File: config.mk
export PLATFORM = sky130hd
export DESIGN_NAME = ex_wb_skid_reg
export DESIGN_NICKNAME = d
export VERILOG_FILES = /design/src/rtl/ex_wb_skid_reg.sv
export SDC_FILE = /design/constraint.sdc
export NUM_CORES = 1
export LEC_CHECK = 0
export CAP_MARGIN = 10
export CORE_MARGIN = 2
export CORE_UTILIZATION = 45
export CTS_BUF_LIST = sky130_fd_sc_hd__clkbuf_4 sky130_fd_sc_hd__clkbuf_8 sky130_fd_sc_hd__clkbuf_16
export CTS_CLUSTER_DIAMETER = 120
export CTS_CLUSTER_SIZE = 10
export DETAILED_ROUTE_END_ITERATION = 12
export GPL_TIMING_DRIVEN = 0
export PLACE_DENSITY = 0.76
export SETUP_SLACK_MARGIN = 0.15
export SLEW_MARGIN = 5
export SYNTH_ARGS = -nofsm -noshare
export SYNTH_HDL_FRONTEND = slang
export SYNTH_SLANG_ARGS = --single-unit
File: constraint.sdc
create_clock -name clk -period 1.65 [get_ports clk]
set_clock_uncertainty 0.15 [all_clocks]
set_input_delay 0.2475 -clock clk [delete_from_list [all_inputs] [get_ports clk]]
set_output_delay 0.2475 -clock clk [all_outputs]
set_load 0.01 [all_outputs]
File: src/rtl/ex_wb_skid_reg.sv
// EX->WB pipeline register with a 2-entry skid buffer and synchronous flush.
// Optional ZERO_REG_FILTER_EN: entries destined for r0 are captured with we forced low.
module ex_wb_skid_reg #(
  parameter int DATA_W = 32,
  parameter int REG_AW = 5
) (
  input  logic              clk,
  input  logic              rst_n,
  input  logic              in_valid,
  output logic              in_ready,
  input  logic [DATA_W-1:0] in_result,
  input  logic [REG_AW-1:0] in_rd,
  input  logic              in_we,
  input  logic              flush,
  output logic              out_valid,
  input  logic              out_ready,
  output logic [DATA_W-1:0] out_result,
  output logic [REG_AW-1:0] out_rd,
  output logic              out_we
);

  typedef enum logic [1:0] {
    EMPTY = 2'b00,
    ONE   = 2'b01,
    FULL  = 2'b11
  } state_t;

  state_t              state_q, state_d;
  logic [DATA_W-1:0]   main_result_q, main_result_d;
  logic [REG_AW-1:0]   main_rd_q, main_rd_d;
  logic                main_we_q, main_we_d;
  logic [DATA_W-1:0]   skid_result_q, skid_result_d;
  logic [REG_AW-1:0]   skid_rd_q, skid_rd_d;
  logic                skid_we_q, skid_we_d;

  logic main_vld, skid_vld, in_xfer, out_xfer, cap_we;

  assign main_vld = (state_q != EMPTY);
  assign skid_vld = (state_q == FULL);
  assign in_ready = rst_n & ~skid_vld;
  assign in_xfer  = in_valid & in_ready;
  assign out_xfer = main_vld & out_ready;

`ifdef ZERO_REG_FILTER_EN
  assign cap_we = in_we & (in_rd != '0);
`else
  assign cap_we = in_we;
`endif

  assign out_valid  = main_vld;
  assign out_result = main_result_q;
  assign out_rd     = main_rd_q;
  assign out_we     = main_we_q & main_vld;

  always_comb begin
    state_d       = state_q;
    main_result_d = main_result_q;
    main_rd_d     = main_rd_q;
    main_we_d     = main_we_q;
    skid_result_d = skid_result_q;
    skid_rd_d     = skid_rd_q;
    skid_we_d     = skid_we_q;
    unique case (state_q)
      EMPTY: begin
        if (in_xfer) begin
          main_result_d = in_result;
          main_rd_d     = in_rd;
          main_we_d     = cap_we;
          state_d       = ONE;
        end
      end
      ONE: begin
        if (in_xfer && out_xfer) begin
          main_result_d = in_result;
          main_rd_d     = in_rd;
          main_we_d     = cap_we;
        end else if (in_xfer) begin
          // Head is stalled: park the new result behind it.
          skid_result_d = in_result;
          skid_rd_d     = in_rd;
          skid_we_d     = cap_we;
          state_d       = FULL;
        end else if (out_xfer) begin
          state_d = EMPTY;
        end
      end
      FULL: begin
        if (out_xfer) begin
          main_result_d = skid_result_q;
          main_rd_d     = skid_rd_q;
          main_we_d     = skid_we_q;
          state_d       = ONE;
        end
      end
      default: state_d = EMPTY;
    endcase
    // Squash wins over any simultaneous transfer; stale data is harmless.
    if (flush) state_d = EMPTY;
  end

  always_ff @(posedge clk) begin
    if (!rst_n) begin
      state_q       <= EMPTY;
      main_result_q <= '0;
      main_rd_q     <= '0;
      main_we_q     <= 1'b0;
      skid_result_q <= '0;
      skid_rd_q     <= '0;
      skid_we_q     <= 1'b0;
    end else begin
      state_q       <= state_d;
      main_result_q <= main_result_d;
      main_rd_q     <= main_rd_d;
      main_we_q     <= main_we_d;
      skid_result_q <= skid_result_d;
      skid_rd_q     <= skid_rd_d;
      skid_we_q     <= skid_we_d;
    end
  end

endmodule

Word-level counts from Yosys, hierarchy flattened:

Index checks and enable logic that the tools add are counted.

* logic and storage cells: 47
* bits in registers: 78
* latch bits: 0
* bits in writable memories: 0
* memory bits (read-only): 0
* memories kept: 0
* input bits: 43

* bitwise operators: 7
* divide/modulo/power cells: 0
* mux-type cells: 18
* add/sub/neg operators: 0
* $lt $le $gt $ge: 0
* $mul: 0
* shift operators: 0
* reductions and logical operators: 8
* equality and inequality tests: 7

Operator list (number)
* 32-bit 2-to-1 mux: 3
* 32-bit case mux with 3 select lines: 1
* 5-bit 2-to-1 mux: 3
* 5-bit case mux with 3 select lines: 1
* 2-bit 2-to-1 mux: 5
* 4-bit AND reduction: 2
* 2-bit != test (second input constant): 3
* 2-bit case mux with 3 select lines: 1
* 1-bit AND: 4
* 1-bit 2-to-1 mux: 3
* 3-bit != test (second input constant): 1
* 1-bit inverter: 3
* 1-bit case mux with 3 select lines: 1
* 3-bit AND reduction: 1
* 3-bit nonzero test: 1
* 2-bit by 1-bit == test with 1-bit output (second input constant): 1
* 2-bit == test (second input constant): 1
* 2-bit logical NOT: 1
* 2-bit by 1-bit != test with 1-bit output (second input constant): 1
* 2-bit nonzero test: 1
* 2-bit OR reduction: 1
* 1-bit logical AND: 1

Longest topological paths before layout:

Gate-level depths: netlist (run 1).

* depth after elaboration: 7
* depth in mapped cells: 8
* gate-level depth less buffers: 6

Worst setup path before layout (run 1):

OpenSTA, ideal clock, no wires.

* path kind: flip-flop to flip-flop
* start point: register state_q[0]
* end point: register main_rd_q[0] (netlist: out_rd[0])
* setup time: 116 ps
* slack: -143 ps
* arrival time: 1526 ps
* buffers on the path: 2
* cell stages (with the launch flop): 9
* cell sequence: dfxtp_1 -> inv_1 -> ha_1 -> nand2b_1 -> o22ai_2 -> buf_4 -> buf_2 -> nand3_1 -> o211a_1

* cells in the longest elaborated chain, start to end: 7
* elaborated cells between the ends (all ways): 15
* those cells by class: eq/ne: 5; mux: 1; bitwise: 4; reduce/logical: 5

RTL lines
* start: declaration: line 28 `state_t state_q, state_d;`
* start signal: assignment: line 111 `state_q <= state_d;`
* 2-bit == test: line 39, 63
* 1-bit inverter: line 40 `assign in_ready = rst_n & ~skid_vld;`
* 1-bit AND: line 40
* 1-bit AND: line 41 `assign in_xfer = in_valid & in_ready;`
* 1-bit logical AND: line 73 `if (in_xfer && out_xfer) begin`
* 2-bit != test (no line)
* 4-bit AND reduction (no line)
* end signal: assignment: line 113 `main_rd_q <= main_rd_d;`
* end: declaration: line 30 `logic [REG_AW-1:0] main_rd_q, main_rd_d;`

Parallel ways exist; a longest one is shown, timed or not.
A chain may end at the register's enable or synchronous reset.

Final worst setup path (run 1):

* start point: register state_q[0]
* end point: register skid_result_q[13]

* cells in the longest elaborated chain, start to end: 7
* elaborated cells between the ends (all ways): 10
* those cells by class: eq/ne: 2; bitwise: 5; reduce/logical: 3

RTL lines
* 2-bit == test: line 39 `assign skid_vld = (state_q == FULL);`
* 1-bit inverter: line 40
* 1-bit AND: line 40
* 1-bit AND: line 41
* 1-bit logical AND: line 73
* 1-bit inverter (no line)
* 3-bit AND reduction (no line) *
* end signal: assignment: line 115 `skid_result_q <= skid_result_d;`
* end: declaration: line 32 `logic [DATA_W-1:0] skid_result_q, skid_result_d;`

Mark *: on every way between the ends. The rest lies on a longest branch, timed or not.

==> results.toml, run 1 <==
[synthesis]
synth_area_leaders = "sky130_fd_sc_hd__dfxtp_1 45%, sky130_fd_sc_hd__mux2i_1 11%, sky130_fd_sc_hd__o211a_1 11%, sky130_fd_sc_hd__nand2_1 8.3%, sky130_fd_sc_hd__nand3_1 5.5%"
synth.avg_cell_area_um2 = 9.52
syn-cell-area_um2 = 3480
synth-seq-cells = 78
postSynthNetCount = 413
yosysWarningCount = 0
synthDominantAreaCellType = "sky130_fd_sc_hd__dfxtp_1"
ys_seq_area_frac = 0.448
synth_top_area_share = 0.448
synth_cell_type_count = 25
synth_cells = 366

[sta]
slew_headroom = 0.697
setup_ws_ns = -0.226
finalCritPeriodShare = 1.14
fmaxAchievable_mhz = 533
rsz_0062_raised_after_global_routing = "true"
worstMarginPinSlew_ns = 0.454
fin_setup_tns_ns = -13.42
timing_hold_violations_final = 0
period_needed_ns = 1.88
timing.final.max_slew_violations = 0
finalSetupViolCount = 79

[drt]
antenna_violating_nets_post_route = 0
vias_per_cell = 5.39
detailroute.via_count = 3177
detail_route.wl_per_cell_um = 15.9
route.met2.wl_mm = 4.52
wirelength_mm = 9.37
met3WireLength_um = 399
route.detailed.drc = 0
m1_wire_length_mm = 4.36
detailedRoute.firstIterationViolations = 141
top_layer = "met4"
firstDrtPassIters = 5

[global_route]
grt_antenna_before_repair = 0
grt_pass1_vias = 2965
grt_start_max_net_pins = 14
grt_overflow_total = 0
grt_pass1_wl_mm = 14.4
grtUsageTotal = 0.211

[clock_network]
cts.reportedPaths.clkPinSlew_ns = 0.08
cts_max_path_buffers = 2
hold_buffers = 0
clock_sinks = 78
cts_buffers = 9
htreeDepth = 3
cts_tree = "done"
clock-root-buffer = "sky130_fd_sc_hd__clkbuf_8"
worstSkewPairLatency_ns = 0.35

[critical_path]
crit_path_cell_trace = "ha_4 -> buf_6 -> nand4b_4 -> a21oi_4 -> buf_6 -> buf_6 -> nand2_1 -> a21boi_2"
path_depth = 8
launch_point_of_the_critical_path = "state_q[0]$_SDFFE_PP0P_"
r2r-end = "skid_result_q[13]$_SDFFE_PN0P_"
critPathCaptureType = "flop"
worst-endpoint-required_ns = 1.78
critical_path.reg2reg.startpoint = "state_q[0]$_SDFFE_PP0P_"
cpMaxStageDelayCell = "sky130_fd_sc_hd__dfxtp_4"
critical-path-top-delay-family = "buffers and inverters"
ff2ff_path_depth = 8
cp_max_fo = 10
critical_path.most_common_cell = "sky130_fd_sc_hd__buf_6"
critical_path_arrival_ns = 2.00
timing_worst_setup_path_type = "flop to flop"
setup.reg_to_reg.worst_slack_ns = -0.23
crit_path_max_incr_delay_ns = 0.37
crit_path_start_kind = "flop"
worstPathBufferInverterCount = 3

[placement]
post-place-cells = 549
place_worst_setup_slack_ns = -0.448
finalWeightedCongestion = 0.803
placedInstanceArea_um2 = 4520
io_buffer_count = 81
placed_wire_length_estimate_mm = 5.83

[hold_path]
timing.hold.worst.class = "input port to flop"
worstHoldStart = "rst_n"
worst_hold_path.endpoint = "state_q[1]$_SDFFE_PP0P_"
hold_depth = 3

[pwr]
swShare = 0.272
clock_power_share = 0.324
comb_power_share = 0.217
power_per_cell_area_nw_per_um2 = 879
net_switching_power_of_the_design_mw = 1.24
power.static_leakage_nw = 2.41
maximum_vdd_ir_drop_v = 0.000566
seq_power_share = 0.459
p_int_mw = 3.31

[floorplanning]
placement_rows = 32
core_area_um2 = 7610
dieArea_um2 = 8460
initial_utilization = 0.458
die_span_y_um = 92.0
die_x_um = 92.0
boundaryPins = 83

[finish]
nNetsFinal = 529
drive_above_1_share = 0.214
syn2layout_area_growth_pct = 48.4
mostFrequentLayoutCells = "76 x sky130_fd_sc_hd__dfxtp_1, 67 x sky130_fd_sc_hd__nand2_1, 41 x sky130_fd_sc_hd__clkdlybuf4s50_1"
final_common_cell = "sky130_fd_sc_hd__dfxtp_1"
postLayoutCoreUtil = 0.680
finish.instance_area_um2 = 5170
n_antenna_cell = 0
nFillCells = 595
layout.cells.non_filler = 589

[run_status]
violated_checks = "setup timing"
run_status = "finished with violations"

[flow_run]
maxcap_viol_count = 0
-- power groups by stage --
stage | Sequential [mW] | Clock [mW] | Combinational [mW]
after global placement | 2.13 | 0 | 0.898
after CTS | 2.09 | 1.49 | 0.886
after detailed placement | 2.13 | 0 | 0.908
after global routing | 2.10 | 1.57 | 1.06
final | 2.09 | 1.48 | 0.985
after floorplan | 2.18 | 0 | 0.403
-- area by class of cell --
type / count / area (um2) / area share
Buffer: 34 / 323 / 0.0624
Clock buffer: 11 / 145 / 0.0281
Clock inverter: 5 / 58.8 / 0.0114
Inverter: 3 / 11.3 / 0.00218
Multi-Input combinational cell: 251 / 1900 / 0.368
Sequential cell: 78 / 1570 / 0.303
Tap cell: 102 / 128 / 0.0247
Timing Repair Buffer: 105 / 1040 / 0.201
-- worst max-delay path by stage --
stage                                           to  slack [ns]
CTS                    out_result[16]$_SDFFE_PN0P_       -0.20
detailed placement     out_result[16]$_SDFFE_PN0P_       -0.45
global placement       out_result[21]$_SDFFE_PN0P_       -0.44
finish              skid_result_q[13]$_SDFFE_PN0P_       -0.23
floorplan                   out_rd[1]$_SDFFE_PN0P_       -0.04
global route        skid_result_q[13]$_SDFFE_PN0P_       -0.30
-- state kept, by name, indices dropped and copies added, names as in the netlist --
register / flops
out_result: 32
skid_result_q: 32
state_q: 2
skid_we_q: 1
skid_rd_q: 5
main_we_q: 1
out_rd: 5
-- worst min-delay path, cell delays in order --
cell and delay [ns]:
sky130_fd_sc_hd__buf_4 0.16, sky130_fd_sc_hd__nand2b_1 0.16, sky130_fd_sc_hd__o41ai_2 0.09
-- kinds of logic (layout without fill, tap and decap cells) --
logic type	Yosys count	in the layout	synth area share
adders and majority gates	4	4	0.0144
and+or+nand+nor	122	122	0.155
buffers and inverters	37	158	0.0567
DFF	78	78	0.448
AOI/OAI and AO/OA	87	87	0.217
muxes	38	38	0.109
-- stage by stage --
stage               total power [mW]  hold WS, ns
floorplan                       2.58        0.232
global placement                3.03        0.290
detailed placement              3.04        0.296
CTS                             4.46        0.175
global route                    4.73        0.236
finish                          4.55        0.204
-- metal layers --
metal / track usage / vias up
li1: - / 1530
met1: 0.285 / 1552
met2: 0.347 / 84
met3: 0.0394 / 11
met4: 0.0547 / 0
met5: 0 / -
-- Yosys cell counts --
library cell                count
sky130_fd_sc_hd__clkbuf_1      13
sky130_fd_sc_hd__a21boi_1      21
sky130_fd_sc_hd__o21ai_2        1
sky130_fd_sc_hd__o211a_1       38
sky130_fd_sc_hd__o22ai_2        1
sky130_fd_sc_hd__ha_1           4
sky130_fd_sc_hd__a2bb2oi_1      1
sky130_fd_sc_hd__inv_1          3
sky130_fd_sc_hd__buf_2         11
sky130_fd_sc_hd__nand2b_1       3
sky130_fd_sc_hd__nor2b_1        2
sky130_fd_sc_hd__buf_4          8
sky130_fd_sc_hd__nand4b_4       1
sky130_fd_sc_hd__a21boi_0      18
sky130_fd_sc_hd__o41ai_1        1
sky130_fd_sc_hd__and2_1         1
sky130_fd_sc_hd__nand3_1       38
sky130_fd_sc_hd__buf_6          2
sky130_fd_sc_hd__a31o_2         1
sky130_fd_sc_hd__nand2_1       77
sky130_fd_sc_hd__dfxtp_1       78
sky130_fd_sc_hd__a211o_1        1
sky130_fd_sc_hd__a21oi_1        2
sky130_fd_sc_hd__a211oi_1       2
sky130_fd_sc_hd__mux2i_1       38
-- timing repair --
action,4_1_cts,5_1_grt
pin swaps,10,28
cloned,0,4
endpoints found under the setup margin,118,81
buffers inserted,9,11
gates resized for setup,72,63
(Power assumes the default switching activity.)
==> run 2, diff against run 1 <==
CORE_MARGIN = default   (was 2)
==> results.toml, run 2 (synthesis gave the netlist of run 1 again) <==
[critical_path]
ff2ff_path_depth = 8
r2r-end = "out_result[12]$_SDFFE_PN0P_"
crit_path_start_kind = "flop"
crit_path_cell_trace = "ha_4 -> buf_6 -> nand4b_4 -> o22ai_4 -> buf_6 -> clkbuf_16 -> nand3_2 -> o211a_1"
critical_path.most_common_cell = "sky130_fd_sc_hd__buf_6"
critPathCaptureType = "flop"
setup.reg_to_reg.worst_slack_ns = -0.20
crit_path_max_incr_delay_ns = 0.37
critical-path-top-delay-family = "buffers and inverters"
timing_worst_setup_path_type = "flop to flop"
cpMaxStageDelayCell = "sky130_fd_sc_hd__dfxtp_4"
worst-endpoint-required_ns = 1.74
critical_path.reg2reg.startpoint = "state_q[0]$_SDFFE_PP0P_"
cp_max_fo = 6
critical_path_arrival_ns = 1.95
worstPathBufferInverterCount = 3

[sta]
period_needed_ns = 1.85
timing_hold_violations_final = 0
timing.final.max_slew_violations = 0
finalSetupViolCount = 75
finalCritPeriodShare = 1.12
setup_ws_ns = -0.202
slew_headroom = 0.680
rsz_0062_raised_after_global_routing = "true"
worstMarginPinSlew_ns = 0.479
fmaxAchievable_mhz = 540

[run_status]
run_status = "finished with violations"
violated_checks = "setup timing"

[placement]
io_buffer_count = 81
place_worst_setup_slack_ns = -0.512
placed_wire_length_estimate_mm = 5.95
finalWeightedCongestion = 0.788
post-place-cells = 546

[drt]
detailedRoute.firstIterationViolations = 88
detailroute.via_count = 3142
route.detailed.drc = 0
wirelength_mm = 9.35
firstDrtPassIters = 4
antenna_violating_nets_post_route = 0
detail_route.wl_per_cell_um = 16.1
vias_per_cell = 5.42

[global_route]
grtUsageTotal = 0.225
grt_antenna_before_repair = 0
grt_start_max_net_pins = 14
grt_overflow_total = 0
grt_pass1_wl_mm = 14.5
grt_pass1_vias = 2943

[finish]
final_common_cell = "sky130_fd_sc_hd__dfxtp_1"
nNetsFinal = 523
n_antenna_cell = 0
mostFrequentLayoutCells = "76 x sky130_fd_sc_hd__dfxtp_1, 74 x sky130_fd_sc_hd__nand2_1, 41 x sky130_fd_sc_hd__clkdlybuf4s50_1"
syn2layout_area_growth_pct = 45.9
layout.cells.non_filler = 580
nFillCells = 578
drive_above_1_share = 0.202

[floorplanning]
die_x_um = 90.0
initial_utilization = 0.473
core_area_um2 = 7370
dieArea_um2 = 8100
die_span_y_um = 90.0
boundaryPins = 83
placement_rows = 31

[clock_network]
htreeDepth = 3
cts_buffers = 9
clock_sinks = 78
cts.reportedPaths.clkPinSlew_ns = 0.08
clock-root-buffer = "sky130_fd_sc_hd__clkbuf_8"
worstSkewPairLatency_ns = 0.35
cts_max_path_buffers = 2
cts_tree = "done"

[hold_path]
worst_hold_path.endpoint = "state_q[1]$_SDFFE_PP0P_"
worstHoldStart = "rst_n"
hold_depth = 3
timing.hold.worst.class = "input port to flop"

[pwr]
power.static_leakage_nw = 2.33
maximum_vdd_ir_drop_v = 0.000528
power_per_cell_area_nw_per_um2 = 857

[flow_run]
maxcap_viol_count = 0
-- run 2: changes by cell type in the layout (fill, tap and decap cells not counted), sizes merged --
cell	before	now
buf	46	41
bufinv	1	0
clkbuf	26	24
clkinv	2	4
-- run 2: worst register-to-register path: cells and delay by family (launching register included) --
| kind | cells | cell delay, ns |
|---|---|---|
| buffers and inverters | 3 | 0.46 |
| flip-flops | 1 | 0.37 |
| adder cells (fa/ha/maj) | 1 | 0.16 |
| AND/OR/NAND/NOR | 2 | 0.29 |
| AO/OA/AOI/OAI | 2 | 0.32 |
-- run 2: area by class of cell --
| cell class | instances | area [um2] | area share |
|---|---|---|---|
| plain buffers | 34 | 317 | 0.0623 |
| clock buffers | 10 | 131 | 0.0258 |
| clock inverters | 6 | 38.8 | 0.00763 |
| inverters | 3 | 13.8 | 0.00271 |
| multi-input cells | 251 | 1900 | 0.374 |
| flip-flops and latches | 78 | 1570 | 0.308 |
| well taps | 99 | 124 | 0.0244 |
| repair buffers | 99 | 988 | 0.194 |
-- run 2: what timing repair did --
item,4_1_cts,5_1_grt
gates cloned,0,5
setup buffers,10,3
setup endpoints to repair,118,81
hold buffers,0,0
gates resized for setup,75,56
hold endpoints to repair,0,0
pin swaps,11,11
-- run 2: worst max path at each step --
stage | start | end | slack [ns] | cells after the start
floorplan | state_q[0]$_SDFFE_PP0P_ | out_rd[1]$_SDFFE_PN0P_ | -0.04 | 8
global placement | in_valid | out_result[21]$_SDFFE_PN0P_ | -0.44 | 7
detailed placement | in_valid | out_result[21]$_SDFFE_PN0P_ | -0.51 | 7
CTS | state_q[0]$_SDFFE_PP0P_ | out_result[21]$_SDFFE_PN0P_ | -0.20 | 8
global route | state_q[0]$_SDFFE_PP0P_ | out_result[12]$_SDFFE_PN0P_ | -0.24 | 8
finish | state_q[0]$_SDFFE_PP0P_ | out_result[12]$_SDFFE_PN0P_ | -0.20 | 8
-- run 2: power by group --
group	internal [mW]	total (mW)	leakage, nW	switching [mW]
logic	0.549	1.01	1.60	0.458
clock network	0.557	1.26	0.0855	0.706
registers	2.02	2.09	0.639	0.0696
-- run 2: metal layers --
metal / vias to the layer above / track usage / share of wire
met5: - / 0 / 0
met4: 0 / 0.0753 / 0.017
met3: 16 / 0.0431 / 0.049
met2: 93 / 0.368 / 0.47
met1: 1520 / 0.298 / 0.46
li1: 1513 / - / -
-- run 2: per-stage QoR --
step | hold WS (ns) | total power, mW | utilization | cell area [um2] | TNS [ns]
detailed placement | 0.297 | 3.05 | 0.612 | 4510 | -30.22
finish | 0.244 | 4.36 | 0.690 | 5080 | -10.40
CTS | 0.216 | 4.27 | 0.654 | 4820 | -10.85
global route | 0.280 | 4.56 | 0.690 | 5080 | -14.39
floorplan | 0.232 | 2.58 | - | 3580 | -0.959
global placement | 0.290 | 3.03 | 0.612 | 4510 | -26.66
